<file path="src/rtl/seq_lock_detector.sv">
// Sequential code-lock detector.
// Watches debounced key levels for rising edges, compares each press against
// a code captured at the start of an attempt, and reports unlock, fail and
// lockout through registered Moore outputs.
module seq_lock_detector #(
  parameter int SEQ_LEN     = 4,
  parameter int NUM_KEYS    = 2,
  parameter int TIMEOUT_CYC = 1000,
  parameter int MAX_FAIL    = 3,
  parameter int LOCKOUT_CYC = 5000,
  localparam int SYM_W      = ($clog2(NUM_KEYS) > 1) ? $clog2(NUM_KEYS) : 1,
  localparam int PROG_W     = $clog2(SEQ_LEN + 1)
) (
  input  logic                     clk,
  input  logic                     reset,
  input  logic [NUM_KEYS-1:0]      key,
  input  logic [SEQ_LEN*SYM_W-1:0] code,
  output logic                     unlock,
  output logic                     fail,
  output logic                     locked_out,
  output logic [PROG_W-1:0]        progress,
  output logic                     busy
);

  localparam int TMO_W  = $clog2(TIMEOUT_CYC + 1);
  localparam int LCK_W  = $clog2(LOCKOUT_CYC + 1);
  localparam int FCNT_W = $clog2(MAX_FAIL + 1);

  localparam logic [2:0] ST_IDLE    = 3'd0;
  localparam logic [2:0] ST_ENTRY   = 3'd1;
  localparam logic [2:0] ST_MATCH   = 3'd2;
  localparam logic [2:0] ST_FAIL    = 3'd3;
  localparam logic [2:0] ST_LOCKOUT = 3'd4;

  localparam logic [NUM_KEYS-1:0] KEY_ONE   = NUM_KEYS'(1);
  localparam logic [PROG_W-1:0]   PROG_ONE  = PROG_W'(1);
  localparam logic [PROG_W-1:0]   PROG_LAST = PROG_W'(SEQ_LEN - 1);
  localparam logic [TMO_W-1:0]    TMO_ONE   = TMO_W'(1);
  localparam logic [TMO_W-1:0]    TMO_LAST  = TMO_W'(TIMEOUT_CYC - 1);
  localparam logic [LCK_W-1:0]    LCK_ONE   = LCK_W'(1);
  localparam logic [LCK_W-1:0]    LCK_LAST  = LCK_W'(LOCKOUT_CYC - 1);
  localparam logic [FCNT_W-1:0]   FCNT_ONE  = FCNT_W'(1);
  localparam logic [FCNT_W-1:0]   FCNT_MAX  = FCNT_W'(MAX_FAIL);

  // Index of the highest set bit; only meaningful for a one-hot vector.
  function automatic logic [SYM_W-1:0] f_encode(input logic [NUM_KEYS-1:0] v);
    logic [SYM_W-1:0] idx;
    idx = '0;
    for (int i = 0; i < NUM_KEYS; i++) begin
      if (v[i]) begin
        idx = SYM_W'(i);
      end else begin
        idx = idx;
      end
    end
    return idx;
  endfunction

  // Symbol at position pos of a packed code word.
  function automatic logic [SYM_W-1:0] f_code_sym(input logic [SEQ_LEN*SYM_W-1:0] c,
                                                  input logic [PROG_W-1:0] pos);
    logic [SYM_W-1:0] sym;
    sym = '0;
    for (int i = 0; i < SEQ_LEN; i++) begin
      if (pos == PROG_W'(i)) begin
        sym = c[i*SYM_W +: SYM_W];
      end else begin
        sym = sym;
      end
    end
    return sym;
  endfunction

  logic [NUM_KEYS-1:0]      r_key_q;
  logic [2:0]               r_state;
  logic [SEQ_LEN*SYM_W-1:0] r_code;
  logic [PROG_W-1:0]        r_prog;
  logic [FCNT_W-1:0]        r_fail_cnt;
  logic [TMO_W-1:0]         r_tmo_cnt;
  logic [LCK_W-1:0]         r_lock_cnt;
  logic                     r_unlock;
  logic                     r_fail;
  logic                     r_locked_out;
  logic                     r_busy;

  logic [NUM_KEYS-1:0]      w_rise;
  logic                     w_press;
  logic                     w_single;
  logic [SYM_W-1:0]         w_sym;
  logic [SYM_W-1:0]         w_expect;
  logic                     w_sym_ok;
  logic [2:0]               w_state_nxt;
  logic [SEQ_LEN*SYM_W-1:0] w_code_nxt;
  logic [PROG_W-1:0]        w_prog_nxt;
  logic [FCNT_W-1:0]        w_fail_cnt_nxt;
  logic [FCNT_W-1:0]        w_fail_inc;
  logic [TMO_W-1:0]         w_tmo_nxt;
  logic [LCK_W-1:0]         w_lock_nxt;

  assign w_rise     = key & ~r_key_q;
  assign w_press    = (w_rise != '0);
  assign w_single   = w_press && ((w_rise & (w_rise - KEY_ONE)) == '0);
  assign w_sym      = f_encode(w_rise);
  assign w_fail_inc = (r_fail_cnt == FCNT_MAX) ? r_fail_cnt : (r_fail_cnt + FCNT_ONE);

  // Expected symbol: live code for the first press, captured code afterwards.
  always_comb begin
    w_expect = '0;
    if (r_state == ST_IDLE) begin
      w_expect = code[SYM_W-1:0];
    end else begin
      w_expect = f_code_sym(r_code, r_prog);
    end
    w_sym_ok = w_single && (w_sym == w_expect);
  end

  // Next-state and counter update logic.
  always_comb begin
    w_state_nxt    = r_state;
    w_code_nxt     = r_code;
    w_prog_nxt     = r_prog;
    w_fail_cnt_nxt = r_fail_cnt;
    w_tmo_nxt      = r_tmo_cnt;
    w_lock_nxt     = r_lock_cnt;
    case (r_state)
      ST_IDLE: begin
        if (w_press) begin
          w_code_nxt = code;
          w_tmo_nxt  = '0;
          if (w_sym_ok) begin
            w_state_nxt = ST_ENTRY;
            w_prog_nxt  = PROG_ONE;
          end else begin
            w_state_nxt    = ST_FAIL;
            w_fail_cnt_nxt = w_fail_inc;
          end
        end else begin
          w_state_nxt = ST_IDLE;
        end
      end
      ST_ENTRY: begin
        if (w_press) begin
          w_tmo_nxt = '0;
          if (w_sym_ok) begin
            w_prog_nxt = r_prog + PROG_ONE;
            if (r_prog == PROG_LAST) begin
              w_state_nxt = ST_MATCH;
            end else begin
              w_state_nxt = ST_ENTRY;
            end
          end else begin
            w_state_nxt    = ST_FAIL;
            w_fail_cnt_nxt = w_fail_inc;
          end
        end else if (r_tmo_cnt == TMO_LAST) begin
          // Abandoned attempt: silent return, fail count untouched.
          w_state_nxt = ST_IDLE;
          w_prog_nxt  = '0;
          w_tmo_nxt   = '0;
        end else begin
          w_tmo_nxt = r_tmo_cnt + TMO_ONE;
        end
      end
      ST_MATCH: begin
        w_state_nxt    = ST_IDLE;
        w_prog_nxt     = '0;
        w_fail_cnt_nxt = '0;
      end
      ST_FAIL: begin
        w_prog_nxt = '0;
        w_lock_nxt = '0;
        if (r_fail_cnt == FCNT_MAX) begin
          w_state_nxt = ST_LOCKOUT;
        end else begin
          w_state_nxt = ST_IDLE;
        end
      end
      ST_LOCKOUT: begin
        if (r_lock_cnt == LCK_LAST) begin
          w_state_nxt    = ST_IDLE;
          w_lock_nxt     = '0;
          w_fail_cnt_nxt = '0;
        end else begin
          w_lock_nxt = r_lock_cnt + LCK_ONE;
        end
      end
      default: begin
        w_state_nxt    = ST_IDLE;
        w_prog_nxt     = '0;
        w_fail_cnt_nxt = '0;
        w_tmo_nxt      = '0;
        w_lock_nxt     = '0;
      end
    endcase
  end

  // State, counters, captured code and key history.
  always_ff @(posedge clk or negedge reset) begin
    if (!reset) begin
      r_key_q    <= '0;
      r_state    <= ST_IDLE;
      r_code     <= '0;
      r_prog     <= '0;
      r_fail_cnt <= '0;
      r_tmo_cnt  <= '0;
      r_lock_cnt <= '0;
    end else begin
      r_key_q    <= key;
      r_state    <= w_state_nxt;
      r_code     <= w_code_nxt;
      r_prog     <= w_prog_nxt;
      r_fail_cnt <= w_fail_cnt_nxt;
      r_tmo_cnt  <= w_tmo_nxt;
      r_lock_cnt <= w_lock_nxt;
    end
  end

  // Moore outputs registered alongside the state they decode.
  always_ff @(posedge clk or negedge reset) begin
    if (!reset) begin
      r_unlock     <= 1'b0;
      r_fail       <= 1'b0;
      r_locked_out <= 1'b0;
      r_busy       <= 1'b0;
    end else begin
      r_unlock     <= (w_state_nxt == ST_MATCH);
      r_fail       <= (w_state_nxt == ST_FAIL);
      r_locked_out <= (w_state_nxt == ST_LOCKOUT);
      r_busy       <= (w_state_nxt == ST_ENTRY);
    end
  end

  assign unlock     = r_unlock;
  assign fail       = r_fail;
  assign locked_out = r_locked_out;
  assign busy       = r_busy;
  assign progress   = r_prog;

endmodule

</file>
<file path="config.mk">
export PLATFORM = sky130hd
export DESIGN_NAME = seq_lock_detector
export DESIGN_NICKNAME = d
export VERILOG_FILES = /design/src/rtl/seq_lock_detector.sv
export SDC_FILE = /design/constraint.sdc
export NUM_CORES = 1
export LEC_CHECK = 0
export ABC_CLOCK_PERIOD_IN_PS = 3700
export BUFFER_PORTS_ARGS = -buffer_cell sky130_fd_sc_hd__buf_2
export CAP_MARGIN = 20
export CORE_MARGIN = 3
export CORE_UTILIZATION = 29
export CTS_CLUSTER_DIAMETER = 30
export CTS_CLUSTER_SIZE = 25
export DETAILED_ROUTE_END_ITERATION = 8
export GPL_TIMING_DRIVEN = 0
export PLACE_DENSITY = 0.46
export SYNTH_ARGS = -nofsm -noshare
export SYNTH_HDL_FRONTEND = slang
export SYNTH_SLANG_ARGS = --single-unit
</file>
<file path="constraint.sdc">
create_clock -name clk -period 3.7 [get_ports clk]
set_clock_uncertainty 0.1 [all_clocks]
set_input_delay 0.185 -clock clk [delete_from_list [all_inputs] [get_ports clk]]
set_output_delay 0.185 -clock clk [all_outputs]
set_load 0.1 [all_outputs]
</file>
==> flow_summary_export.csv <==
group,metric,value,unit
outcome,outcome,"completed",
final_layout,diodes,0,
final_layout,final_util,35.8,%
drt,first_pass_iters,4,
synthesis,synthAdderAreaFrac,5.17,%
critical_path,crit_path_start,"progress[0]",
final_layout,multi_input_area,1070,um^2
critical_path,cp_max_fo,9,
clock_tree,cts.clk_slew.worst_paths,0.08,ns
synthesis,syn-cell-area,2180,um^2
synthesis,ys_ff_latch,41,
placement,post-place-ws,1.19,ns
synthesis,async_reset_ff_share,100,%
final_layout,nNetsFinal,272,
floorplanning,die_h,92.7,um
synthesis,syn-num-nets,248,
synthesis,synth_flop_cell,"dfrtp_1",
global_routing,grt-busiest-layer,"met2",
timing,worst_pin_slew,0.944,ns
clock_tree,cts_setup_buffers,0,
power_and_ir_drop,power_density,632,nW/um^2
synthesis,synth_xor_area_share,0,%
synthesis,ys_types,43,
power_and_ir_drop,leakage,1.12,nW
drt,ant_nets,0,
clock_tree,cts_tree,"built",
placement,portBuffers,14,
timing,fin_crit_sh,67.3,%
global_routing,grt.overflow.total,0,
drt,drc,0,
timing,maxSlewViolCount,0,
clock_tree,clockBufferDepth,2,
timing,fin_ws,1.21,ns
timing,post-route-min-period,2.49,ns
worst_hold_path,hold_path_startpoint,"code[3]",
synthesis,seq_area_frac_synth,47.1,%
timing,slew_headroom,37.0,%
global_routing,use_met2,18.9,%
global_routing,grt_max_degree,42,
final_layout,final_cell_mix,"41 x dfrtp_1, 39 x o21ai_0, 24 x nor2_1",
drt,vias_per_cell,5.03,
timing,setup_tns,0,ns
worst_hold_path,whs_path_depth,2,
floorplanning,dieArea,8590,um^2
drt,wl,4.95,mm
global_routing,grtUsageTotal,12.6,%
placement,placed_area,2370,um^2
worst_hold_path,hp-class,"input pin to flop",
floorplanning,initial_core_util,31.1,%
global_routing,antenna_found_initial,0,
synthesis,avgSynthCellArea,9.44,um^2
critical_path,cp-end-kind,"flop",
final_layout,register_area,1030,um^2
synthesis,synthMuxAreaShare,2.18,%
critical_path,path_class,"flop to flop",
global_routing,grt_pass1_wl,8.65,mm
synthesis,syn_inst,231,
global_routing,grt_pass1_vias,1713,
placement,place.gp.congestion,0.707,
critical_path,critPathLaunchType,"flop",
timing,fmax,402,MHz
clock_tree,cts_max_level,2,
synthesis,post_synth_and_or_nand_nor_area_fraction,20.1,%
critical_path,rr_worst_depth,8,
drt,vias,1770,
final_layout,fill_cells,743,
critical_path,required,3.78,ns
critical_path,crit_arrival,2.57,ns
drt,drt-initial-drc-count,79,
clock_tree,clock_latency,0.29,ns
power_and_ir_drop,peakVddDrop,0.172,mV
critical_path,reg2reg_from,"progress[0]",
clock_tree,cts_num_sinks,41,
timing,hold_viol,0,
timing,rsz0062_at_grt,"false",
synthesis,yosys_warnings,0,
timing,finalSetupViolations,0,
synthesis,synth_edf_count,0,
final_layout,final_common_cell,"dfrtp_1",
floorplanning,fp.coreArea,7020,um^2
timing,whs,0.0202,ns
drt,wl_per_cell,14.1,um
clock_tree,cts_made_buffers,5,
final_layout,area_growth,15.4,%
floorplanning,fp.dieW,92.7,um
clock_tree,cts_root_buf,"clkbuf_8",
synthesis,synth_top_family_by_area,"compound AO/OA/AOI/OAI gates",
final_layout,stdcell_area,2520,um^2
global_routing,use_met3,2.44,%
placement,dp_hpwl,3.36,mm
job,cap_violations,0,
floorplanning,ioPinCount,15,
global_routing,use_met1,18.1,%
floorplanning,rows,30,
final_layout,layout-drive-gt1-share,14.1,%
synthesis,synth_compound_area_share,21.8,%
[final timing paths]
| path | slack, ns | endpoint |
|---|---|---|
| max | 1.21 | progress[1] |
| min | 0.02 | r_code[3] |
| max reg2reg | 1.21 | progress[1] |
| min reg2reg | 0.39 | r_tmo_cnt[9] |
| max in group asynchronous | 2.44 | r_state[0] |
| min in group asynchronous | 0.47 | r_code[1] |
[area by class of cell]
cell class	instances	area share (%)
clock inverter	1	1.19
clock buffer	7	3.43
tap	96	4.77
sequential	41	40.8
inverter	10	1.49
timing repair buffer	17	3.98
multi-input combinational	171	42.6
buffer	9	1.74
[Yosys cell counts, types with 2 or more instances]
cell type	instances	area [um^2]
a21oi_1	5	25.0
a221oi_2	2	30.0
a22o_1	2	17.5
a31oi_1	7	43.8
a41o_1	2	20.0
and2_0	2	12.5
and3_1	4	25.0
and4_1	2	17.5
buf_2	2	10.0
clkbuf_1	6	22.5
dfrtp_1	41	1030
ha_1	9	113
inv_1	10	37.5
mux2_2	3	33.8
nand2_1	23	86.3
nand2b_1	3	18.8
nand3_1	7	35.0
nand3b_1	2	15.0
nand4_1	7	43.8
nor2_1	24	90.1
nor4_1	2	12.5
nor4b_1	2	17.5
o21ai_0	39	195
o31ai_1	4	30.0
o41ai_1	2	17.5
or3b_2	2	17.5
[power by group]
part	switching [mW]	internal [mW]	total [mW]
combinational	0.417	0.206	0.623
sequential	0.0673	0.524	0.591
clock	0.156	0.220	0.377
[registers in the layout, indices dropped and copies added (netlist names)]
register and cells:
r_tmo_cnt 10, r_state 3, locked_out 1, unlock 1, r_fail_cnt 2, fail 1, r_key_q 2, r_lock_cnt 13
busy 1, progress 3, r_code 4
[kinds of logic after synthesis]
kind of cell             Yosys count
multiplexers                       4
AND/OR/NAND/NOR                   86
AO/OA/AOI/OAI                     72
adder cells (fa/ha/maj)            9
flip-flops                        41
buffers and inverters             19
[worst max-delay path, cell delays in order, from the launching register on]
cell,delay (ns)
dfrtp_1,0.41
inv_1,0.11
ha_1,0.24
a21oi_1,0.12
o21ai_0,0.12
a221oi_2,0.33
mux2i_2,0.55
a221oi_2,0.17
a2bb2o_4,0.24
[through the flow]
step	cells	total power, mW
CTS	352	1.61
global route	352	1.70
finish	352	1.59
floorplan	231	1.08
global placement	341	1.22
detailed placement	341	1.23
[what timing repair did]
item / 4_1_cts / 5_1_grt
gates resized for setup: 0 / 0
endpoints found under the setup margin: 0 / 0
hold endpoints to repair: 43 / 0
hold buffers: 3 / 0
[per-layer routing]
layer | vias to the layer above | share of wire [%]
met4 | 0 | 1.5
met1 | 841 | 53
met5 | - | 0
li1 | 897 | -
met3 | 6 | 3.1
met2 | 26 | 43
(Power assumes the default switching activity.)
